--- src/rtl/mac_tx_framer.sv ---
// mac_tx_framer: MAC transmit framer (preamble, SFD, payload, pad, FCS, IFG).
// Define TX_STATS_EN to add the stat_frames/stat_aborts counter ports.
module mac_tx_framer #(
    parameter int P_PREAMBLE_LEN = 7,
    parameter int P_MIN_FRAME    = 60,
    parameter int P_MAX_FRAME    = 1514,
    parameter int P_IFG          = 12
) (
    input  logic        clk,
    input  logic        rst_n,
    input  logic        in_startofpacket,
    input  logic        in_endofpacket,
    input  logic        in_valid,
    input  logic [7:0]  in_data,
    input  logic        in_error,
    output logic        in_ready,
    output logic        crc_init,
    output logic        crc_en,
    output logic [7:0]  crc_data,
    input  logic [31:0] crc_value,
    output logic        out_startofpacket,
    output logic        out_endofpacket,
    output logic        out_valid,
    output logic [7:0]  out_data,
    output logic        out_error
`ifdef TX_STATS_EN
    ,
    output logic [31:0] stat_frames,
    output logic [15:0] stat_aborts
`endif
);

    localparam logic [2:0] S_IDLE  = 3'd0;
    localparam logic [2:0] S_PRE   = 3'd1;
    localparam logic [2:0] S_SFD   = 3'd2;
    localparam logic [2:0] S_PAY   = 3'd3;
    localparam logic [2:0] S_PAD   = 3'd4;
    localparam logic [2:0] S_FCS   = 3'd5;
    localparam logic [2:0] S_DRAIN = 3'd6;
    localparam logic [2:0] S_IFG   = 3'd7;

    localparam logic [10:0] L_MIN = 11'(P_MIN_FRAME);
    localparam logic [10:0] L_MAX = 11'(P_MAX_FRAME);
    localparam logic [15:0] L_PRE = 16'(P_PREAMBLE_LEN - 1);
    localparam logic [15:0] L_IFG = 16'(P_IFG - 1);

    logic [2:0]  state_q, state_d;
    logic [10:0] cnt_q, cnt_d;
    logic [10:0] cnt_inc;
    logic [15:0] sub_q, sub_d;
    logic        err_q, err_d;
    logic [31:0] fcs_q, fcs_d;

    logic        vld_q, vld_d;
    logic        sop_q, sop_d;
    logic        eop_q, eop_d;
    logic [7:0]  dat_q, dat_d;
    logic        oer_q, oer_d;

    logic        rdy;
    logic        cinit;
    logic        cen;
    logic [7:0]  cdat;
    logic        abort_c;
    logic        done_c;

    assign cnt_inc = (cnt_q == 11'h7FF) ? cnt_q : cnt_q + 11'd1;

    // Combinational control outputs are held low while reset is asserted.
    assign in_ready = rst_n & rdy;
    assign crc_init = rst_n & cinit;
    assign crc_en   = rst_n & cen;
    assign crc_data = cdat;

    assign out_valid         = vld_q;
    assign out_startofpacket = sop_q;
    assign out_endofpacket   = eop_q;
    assign out_data          = dat_q;
    assign out_error         = oer_q;

    // Next-state, next line byte and CRC engine sequencing.
    always_comb begin
        state_d = state_q;
        cnt_d   = cnt_q;
        sub_d   = sub_q;
        err_d   = err_q;
        fcs_d   = fcs_q;
        vld_d   = 1'b0;
        sop_d   = 1'b0;
        eop_d   = 1'b0;
        dat_d   = 8'h00;
        oer_d   = 1'b0;
        rdy     = 1'b0;
        cinit   = 1'b0;
        cen     = 1'b0;
        cdat    = 8'h00;
        abort_c = 1'b0;
        done_c  = 1'b0;
        unique case (state_q)
            S_IDLE: begin
                rdy = ~in_startofpacket;
                if (in_valid && in_startofpacket) begin
                    state_d = S_PRE;
                    sub_d   = '0;
                    cnt_d   = '0;
                    err_d   = 1'b0;
                end
            end
            S_PRE: begin
                vld_d = 1'b1;
                dat_d = 8'h55;
                sop_d = (sub_q == '0);
                if (sub_q >= L_PRE) begin
                    state_d = S_SFD;
                    sub_d   = '0;
                end else begin
                    sub_d = sub_q + 16'd1;
                end
            end
            S_SFD: begin
                vld_d   = 1'b1;
                dat_d   = 8'hD5;
                cinit   = 1'b1;
                state_d = S_PAY;
            end
            S_PAY: begin
                rdy = 1'b1;
                if (!in_valid) begin
                    abort_c = 1'b1;
                    state_d = S_IFG;
                    sub_d   = '0;
                end else if (cnt_q >= L_MAX) begin
                    abort_c = 1'b1;
                    state_d = in_endofpacket ? S_IFG : S_DRAIN;
                    sub_d   = '0;
                end else begin
                    vld_d = 1'b1;
                    dat_d = in_data;
                    oer_d = err_q | in_error;
                    err_d = err_q | in_error;
                    cen   = 1'b1;
                    cdat  = in_data;
                    cnt_d = cnt_inc;
                    if (in_endofpacket) begin
                        state_d = (cnt_inc < L_MIN) ? S_PAD : S_FCS;
                        sub_d   = '0;
                    end
                end
            end
            S_PAD: begin
                vld_d = 1'b1;
                oer_d = err_q;
                cen   = 1'b1;
                cnt_d = cnt_inc;
                if (cnt_inc >= L_MIN) begin
                    state_d = S_FCS;
                    sub_d   = '0;
                end
            end
            S_FCS: begin
                vld_d = 1'b1;
                oer_d = err_q;
                case (sub_q[1:0])
                    2'd0: begin
                        dat_d = ~crc_value[7:0];
                        fcs_d = ~crc_value;
                    end
                    2'd1: dat_d = fcs_q[15:8];
                    2'd2: dat_d = fcs_q[23:16];
                    default: dat_d = fcs_q[31:24];
                endcase
                if (sub_q[1:0] == 2'd3) begin
                    eop_d   = 1'b1;
                    done_c  = 1'b1;
                    state_d = S_IFG;
                    sub_d   = '0;
                end else begin
                    sub_d = sub_q + 16'd1;
                end
            end
            S_DRAIN: begin
                rdy = 1'b1;
                // Drain cycles already count toward the gap after the abort byte.
                if (in_valid && in_endofpacket) begin
                    if (sub_q >= L_IFG) begin
                        state_d = S_IDLE;
                        sub_d   = '0;
                    end else begin
                        state_d = S_IFG;
                        sub_d   = sub_q + 16'd1;
                    end
                end else if (sub_q < L_IFG) begin
                    sub_d = sub_q + 16'd1;
                end
            end
            S_IFG: begin
                if (sub_q >= L_IFG) begin
                    state_d = S_IDLE;
                    sub_d   = '0;
                end else begin
                    sub_d = sub_q + 16'd1;
                end
            end
            default: begin
                state_d = S_IDLE;
            end
        endcase
        if (abort_c) begin
            vld_d = 1'b1;
            eop_d = 1'b1;
            oer_d = 1'b1;
            dat_d = 8'h00;
        end
    end

    // State, counters and registered line outputs.
    always_ff @(posedge clk) begin
        if (!rst_n) begin
            state_q <= S_IDLE;
            cnt_q   <= '0;
            sub_q   <= '0;
            err_q   <= 1'b0;
            fcs_q   <= '0;
            vld_q   <= 1'b0;
            sop_q   <= 1'b0;
            eop_q   <= 1'b0;
            dat_q   <= 8'h00;
            oer_q   <= 1'b0;
        end else begin
            state_q <= state_d;
            cnt_q   <= cnt_d;
            sub_q   <= sub_d;
            err_q   <= err_d;
            fcs_q   <= fcs_d;
            vld_q   <= vld_d;
            sop_q   <= sop_d;
            eop_q   <= eop_d;
            dat_q   <= dat_d;
            oer_q   <= oer_d;
        end
    end

`ifdef TX_STATS_EN
    logic [31:0] frames_q;
    logic [15:0] aborts_q;

    assign stat_frames = frames_q;
    assign stat_aborts = aborts_q;

    // Wrapping counters of completed and aborted frames.
    always_ff @(posedge clk) begin
        if (!rst_n) begin
            frames_q <= '0;
            aborts_q <= '0;
        end else begin
            if (done_c) frames_q <= frames_q + 32'd1;
            if (abort_c) aborts_q <= aborts_q + 16'd1;
        end
    end
`else
    logic unused_stats;
    assign unused_stats = done_c;
`endif

endmodule
--- config.mk ---
export PLATFORM = sky130hd
export DESIGN_NAME = mac_tx_framer
export DESIGN_NICKNAME = d
export VERILOG_FILES = /design/src/rtl/mac_tx_framer.sv
export SDC_FILE = /design/constraint.sdc
export NUM_CORES = 1
export LEC_CHECK = 0
export ABC_AREA = 0
export CAP_MARGIN = 20
export CORE_ASPECT_RATIO = 0.7
export CORE_MARGIN = 1
export CORE_UTILIZATION = 40
export CTS_CLUSTER_DIAMETER = 200
export DETAILED_ROUTE_END_ITERATION = 10
export PLACE_DENSITY = 0.63
export SLEW_MARGIN = 20
export SYNTH_ARGS = -nofsm -noshare
export SYNTH_HDL_FRONTEND = slang
export SYNTH_SLANG_ARGS = --single-unit
export TNS_END_PERCENT = 10
--- constraint.sdc ---
create_clock -name clk -period 2.64 [get_ports clk]
set_input_delay 0.66 -clock clk [delete_from_list [all_inputs] [get_ports clk]]
set_output_delay 0.66 -clock clk [all_outputs]
set_load 0.01 [all_outputs]
==> qor.txt <==
result of the run -> finished with violations
violated checks -> negative setup slack
slew at the pin closest to its max-slew limit -> 458 ps
half-perimeter wire length after placement -> 7.96 mm
Area after DPL -> 0.00479 mm^2
worst slew slack as a fraction of its limit -> 69.4%
cell with the most instances after synthesis -> sky130_fd_sc_hd__dfxtp_1
wire length of the first global-routing pass -> 18.0 mm
H-tree depth -> 3
Max stage delay cell, worst path -> sky130_fd_sc_hd__or4_4
Crit path max-delay family -> simple AND/OR/NAND/NOR gates
# port buffers -> 68
share of cells above drive strength 1 -> 19.8%
final instance area -> 0.00518 mm^2
iteration count of the initial detailed-routing pass -> 5
Psw -> 0.00144 W
skew final -> 6.25 ps
clock tree root buffer cell -> sky130_fd_sc_hd__clkbuf_16
Max IR drop VDD -> 0.349 mV
total wirelength of the detailed-routed design -> 10.9 mm
flip-flop and latch count after synthesis -> 67
CP most frequent cell -> sky130_fd_sc_hd__buf_6
YS warnings -> 0
summed instance area of the synthesized netlist -> 0.00376 mm^2
number of enable flip-flop cells after synthesis -> 0
power after layout -> 0.00404 W
pwr dens -> 780 mW/mm^2
top post-synthesis cells by area -> sky130_fd_sc_hd__dfxtp_1 36%, sky130_fd_sc_hd__a211oi_1 6.0%, sky130_fd_sc_hd__nor2_1 5.5%
number of distinct library cells after synthesis -> 68
synthesized net count -> 516
nets@finish -> 616
via count of the first global-routing pass -> 3,573
critical path's largest stage delay -> 430 ps
antenna-violating nets left -> 0
crit path cell chain -> inv_2 -> ha_4 -> or4_4 -> a31oi_4 -> o21ai_4 -> nor2_4 -> buf_6 -> buf_6 -> and2_1 -> buf_2
total gr overflow -> 0
routed wirelength normalized by instance count -> 15.7 um
flop-to-flop setup slack -> 260 ps
maximum number of pins on one net before global-route repair -> 37
Static Leakage -> 1.88 nW
Critical Setup Path Class -> reg2out
number of sinks on the clock net -> 67
clock network fraction of total power -> 30.7%
total area of multi-input combinational cells -> 0.00228 mm^2
via count -> 3,801
drt via density -> 5.50
Comb power frac -> 39.8%
die boundary width -> 118 um
syn_area_per_cell -> 8.14 um^2
Hold WC Path Type -> reg2reg
CTS tree -> built
Synth Flop Type -> sky130_fd_sc_hd__dfxtp_1
Hold WS -> 468 ps
# diodes -> 0
share of flip-flops with an asynchronous set or reset after synthesis -> 0%
register area share after synthesis -> 35.7%
worst-case clock buffer depth -> 2
cell type with the largest total area after synthesis -> sky130_fd_sc_hd__dfxtp_1
pins over their slew limit -> 0
Arr. time, crit path -> 2130 ps
sort of element at the start of the critical path -> flip-flop
sequential cell fraction of total power -> 29.4%
Die ar. -> 0.00980 mm^2
antenna violations before repair -> 0
setup violation total in the final timing report -> 9
number of ports placed on the die boundary -> 69
register clock-pin slew on the reported worst setup and hold paths -> 60 ps
All-Layer GR Usage -> 23.2%
core footprint -> 0.00911 mm^2
Final Wtd Congestion -> 0.898
number of hold violations in the final report -> 0
total buffers and inverters traversed by the critical path -> 4
initial standard-cell utilization of the core -> 41.3%
Sequential Area -> 0.00135 mm^2
Post-Synthesis Cells -> 462
time the worst path needs with I/O delays and setup -> 2790 ps
worst-skew pair later-pin latency -> 340 ps
fill cell instance count of the final layout -> 858
Max-Cap Viols -> 0
internal power summed over all cells -> 0.00260 W
iteration-0 DRC count of the detailed router -> 210
hold buffer count at cts -> 0
Synth top area share -> 35.7%
Layout Area Growth over Synthesis -> 37.6%
number of buffers inserted during clock tree synthesis -> 9
crit share post-route -> 106%
Worst Path Required -> 1980 ps
ranking of synthesized cells by instance count -> 67 x sky130_fd_sc_hd__dfxtp_1, 55 x sky130_fd_sc_hd__nor2_1, 41 x sky130_fd_sc_hd__nand2_1, 31 x sky130_fd_sc_hd__a21oi_1, 30 x sky130_fd_sc_hd__a211oi_1
die height -> 83.1 um
Max Freq -> 0.358 GHz
Finished Core Util -> 56.8%
Placement Rows -> 29
DRC violations left -> 0
final worst setup slack -> -150 ps
pre-CTS setup slack -> -328 ps
unrepaired setup endpoints after global routing -> true
maximum fanout along the worst path -> 4
Worst Setup End Kind -> primary output
Switching Fraction -> 35.6%
-- per-stage QoR --
step | TNS [ps] | instances
after global placement | -2750 | 666
after CTS | -1530 | 691
after floorplan | 0 | 462
after detailed placement | -2790 | 666
after global routing | -1680 | 691
final | -927 | 691
-- layout make-up --
type                    instances  area share, %
multi-input cells             350           44.1
flip-flops and latches         67           26.0
repair buffers                118           19.8
clock buffers                   9           4.35
well taps                     124           3.00
clock inverters                 7           1.59
inverters                      16           1.18
-- layout by cell type, fill, tap and decap left out, types with 7 or more instances in the layout --
master	count
sky130_fd_sc_hd__o21ai_0	15
sky130_fd_sc_hd__o22ai_1	9
sky130_fd_sc_hd__dfxtp_1	63
sky130_fd_sc_hd__and3_1	7
sky130_fd_sc_hd__buf_4	47
sky130_fd_sc_hd__clkdlybuf4s50_1	57
sky130_fd_sc_hd__ha_1	7
sky130_fd_sc_hd__clkbuf_16	9
sky130_fd_sc_hd__nand2_1	41
sky130_fd_sc_hd__inv_1	14
sky130_fd_sc_hd__buf_2	9
sky130_fd_sc_hd__a211oi_1	30
sky130_fd_sc_hd__nor2_1	54
sky130_fd_sc_hd__nand3_1	19
sky130_fd_sc_hd__and2_1	14
sky130_fd_sc_hd__a21oi_1	31
-- power groups by stage --
stage          Combinational [W]  Sequential [W]  Clock, W
5_1_grt                  0.00176         0.00120   0.00132
2_1_floorplan           0.000914         0.00120         0
6_report                 0.00161         0.00119   0.00124
3_5_place_dp             0.00155         0.00120         0
3_3_place_gp             0.00153         0.00119         0
4_1_cts                  0.00160         0.00118   0.00127
-- sequential cells by signal (all words and copies together) (netlist names), 3 cells and up --
name and cells:
cnt_q 11, fcs_q 24, out_data 8, state_q 3, sub_q 16
-- worst min-delay path: cells and delay by family, from the launching register on --
kind             cells  cell delay, ps
AO/OA/AOI/OAI        1              40
flip-flops           1             320
AND/OR/NAND/NOR      1              70
-- final timing paths --
check,startpoint,end,depth (start not counted)
setup / recovery,cnt_q[0]$_SDFFE_PN0P_,crc_data[4],10
hold / removal,err_q$_SDFFE_PN0P_,err_q$_SDFFE_PN0P_,2
setup reg to reg,cnt_q[1]$_SDFFE_PN0P_,sub_q[15]$_SDFFE_PN0P_,9
hold reg to reg,err_q$_SDFFE_PN0P_,err_q$_SDFFE_PN0P_,2
-- repair_timing --
action,in CTS,in global routing
setup endpoints to repair,11,14
gates resized for setup,51,4
pin swaps,6,3
cloned,1,0
buffers inserted,8,0
-- logic make-up after synthesis --
| group | synth area share, % |
|---|---|
| adders and majority gates | 2.66 |
| buffers and inverters | 5.12 |
| muxes | 1.33 |
| xor gates and xnor gates | 1.16 |
| and+or+nand+nor | 26.1 |
| DFF | 35.7 |
| AOI/OAI and AO/OA | 27.9 |
-- layer usage --
metal | GRT usage, % | vias to the layer above | routed length (um)
li1 | - | 1919 | -
met1 | 32.7 | 1759 | 5550
met2 | 33.2 | 112 | 4440
met3 | 7.83 | 11 | 754
met4 | 6.88 | 0 | 124
met5 | 0 | - | 0
Power figures use the tool's default switching activity.
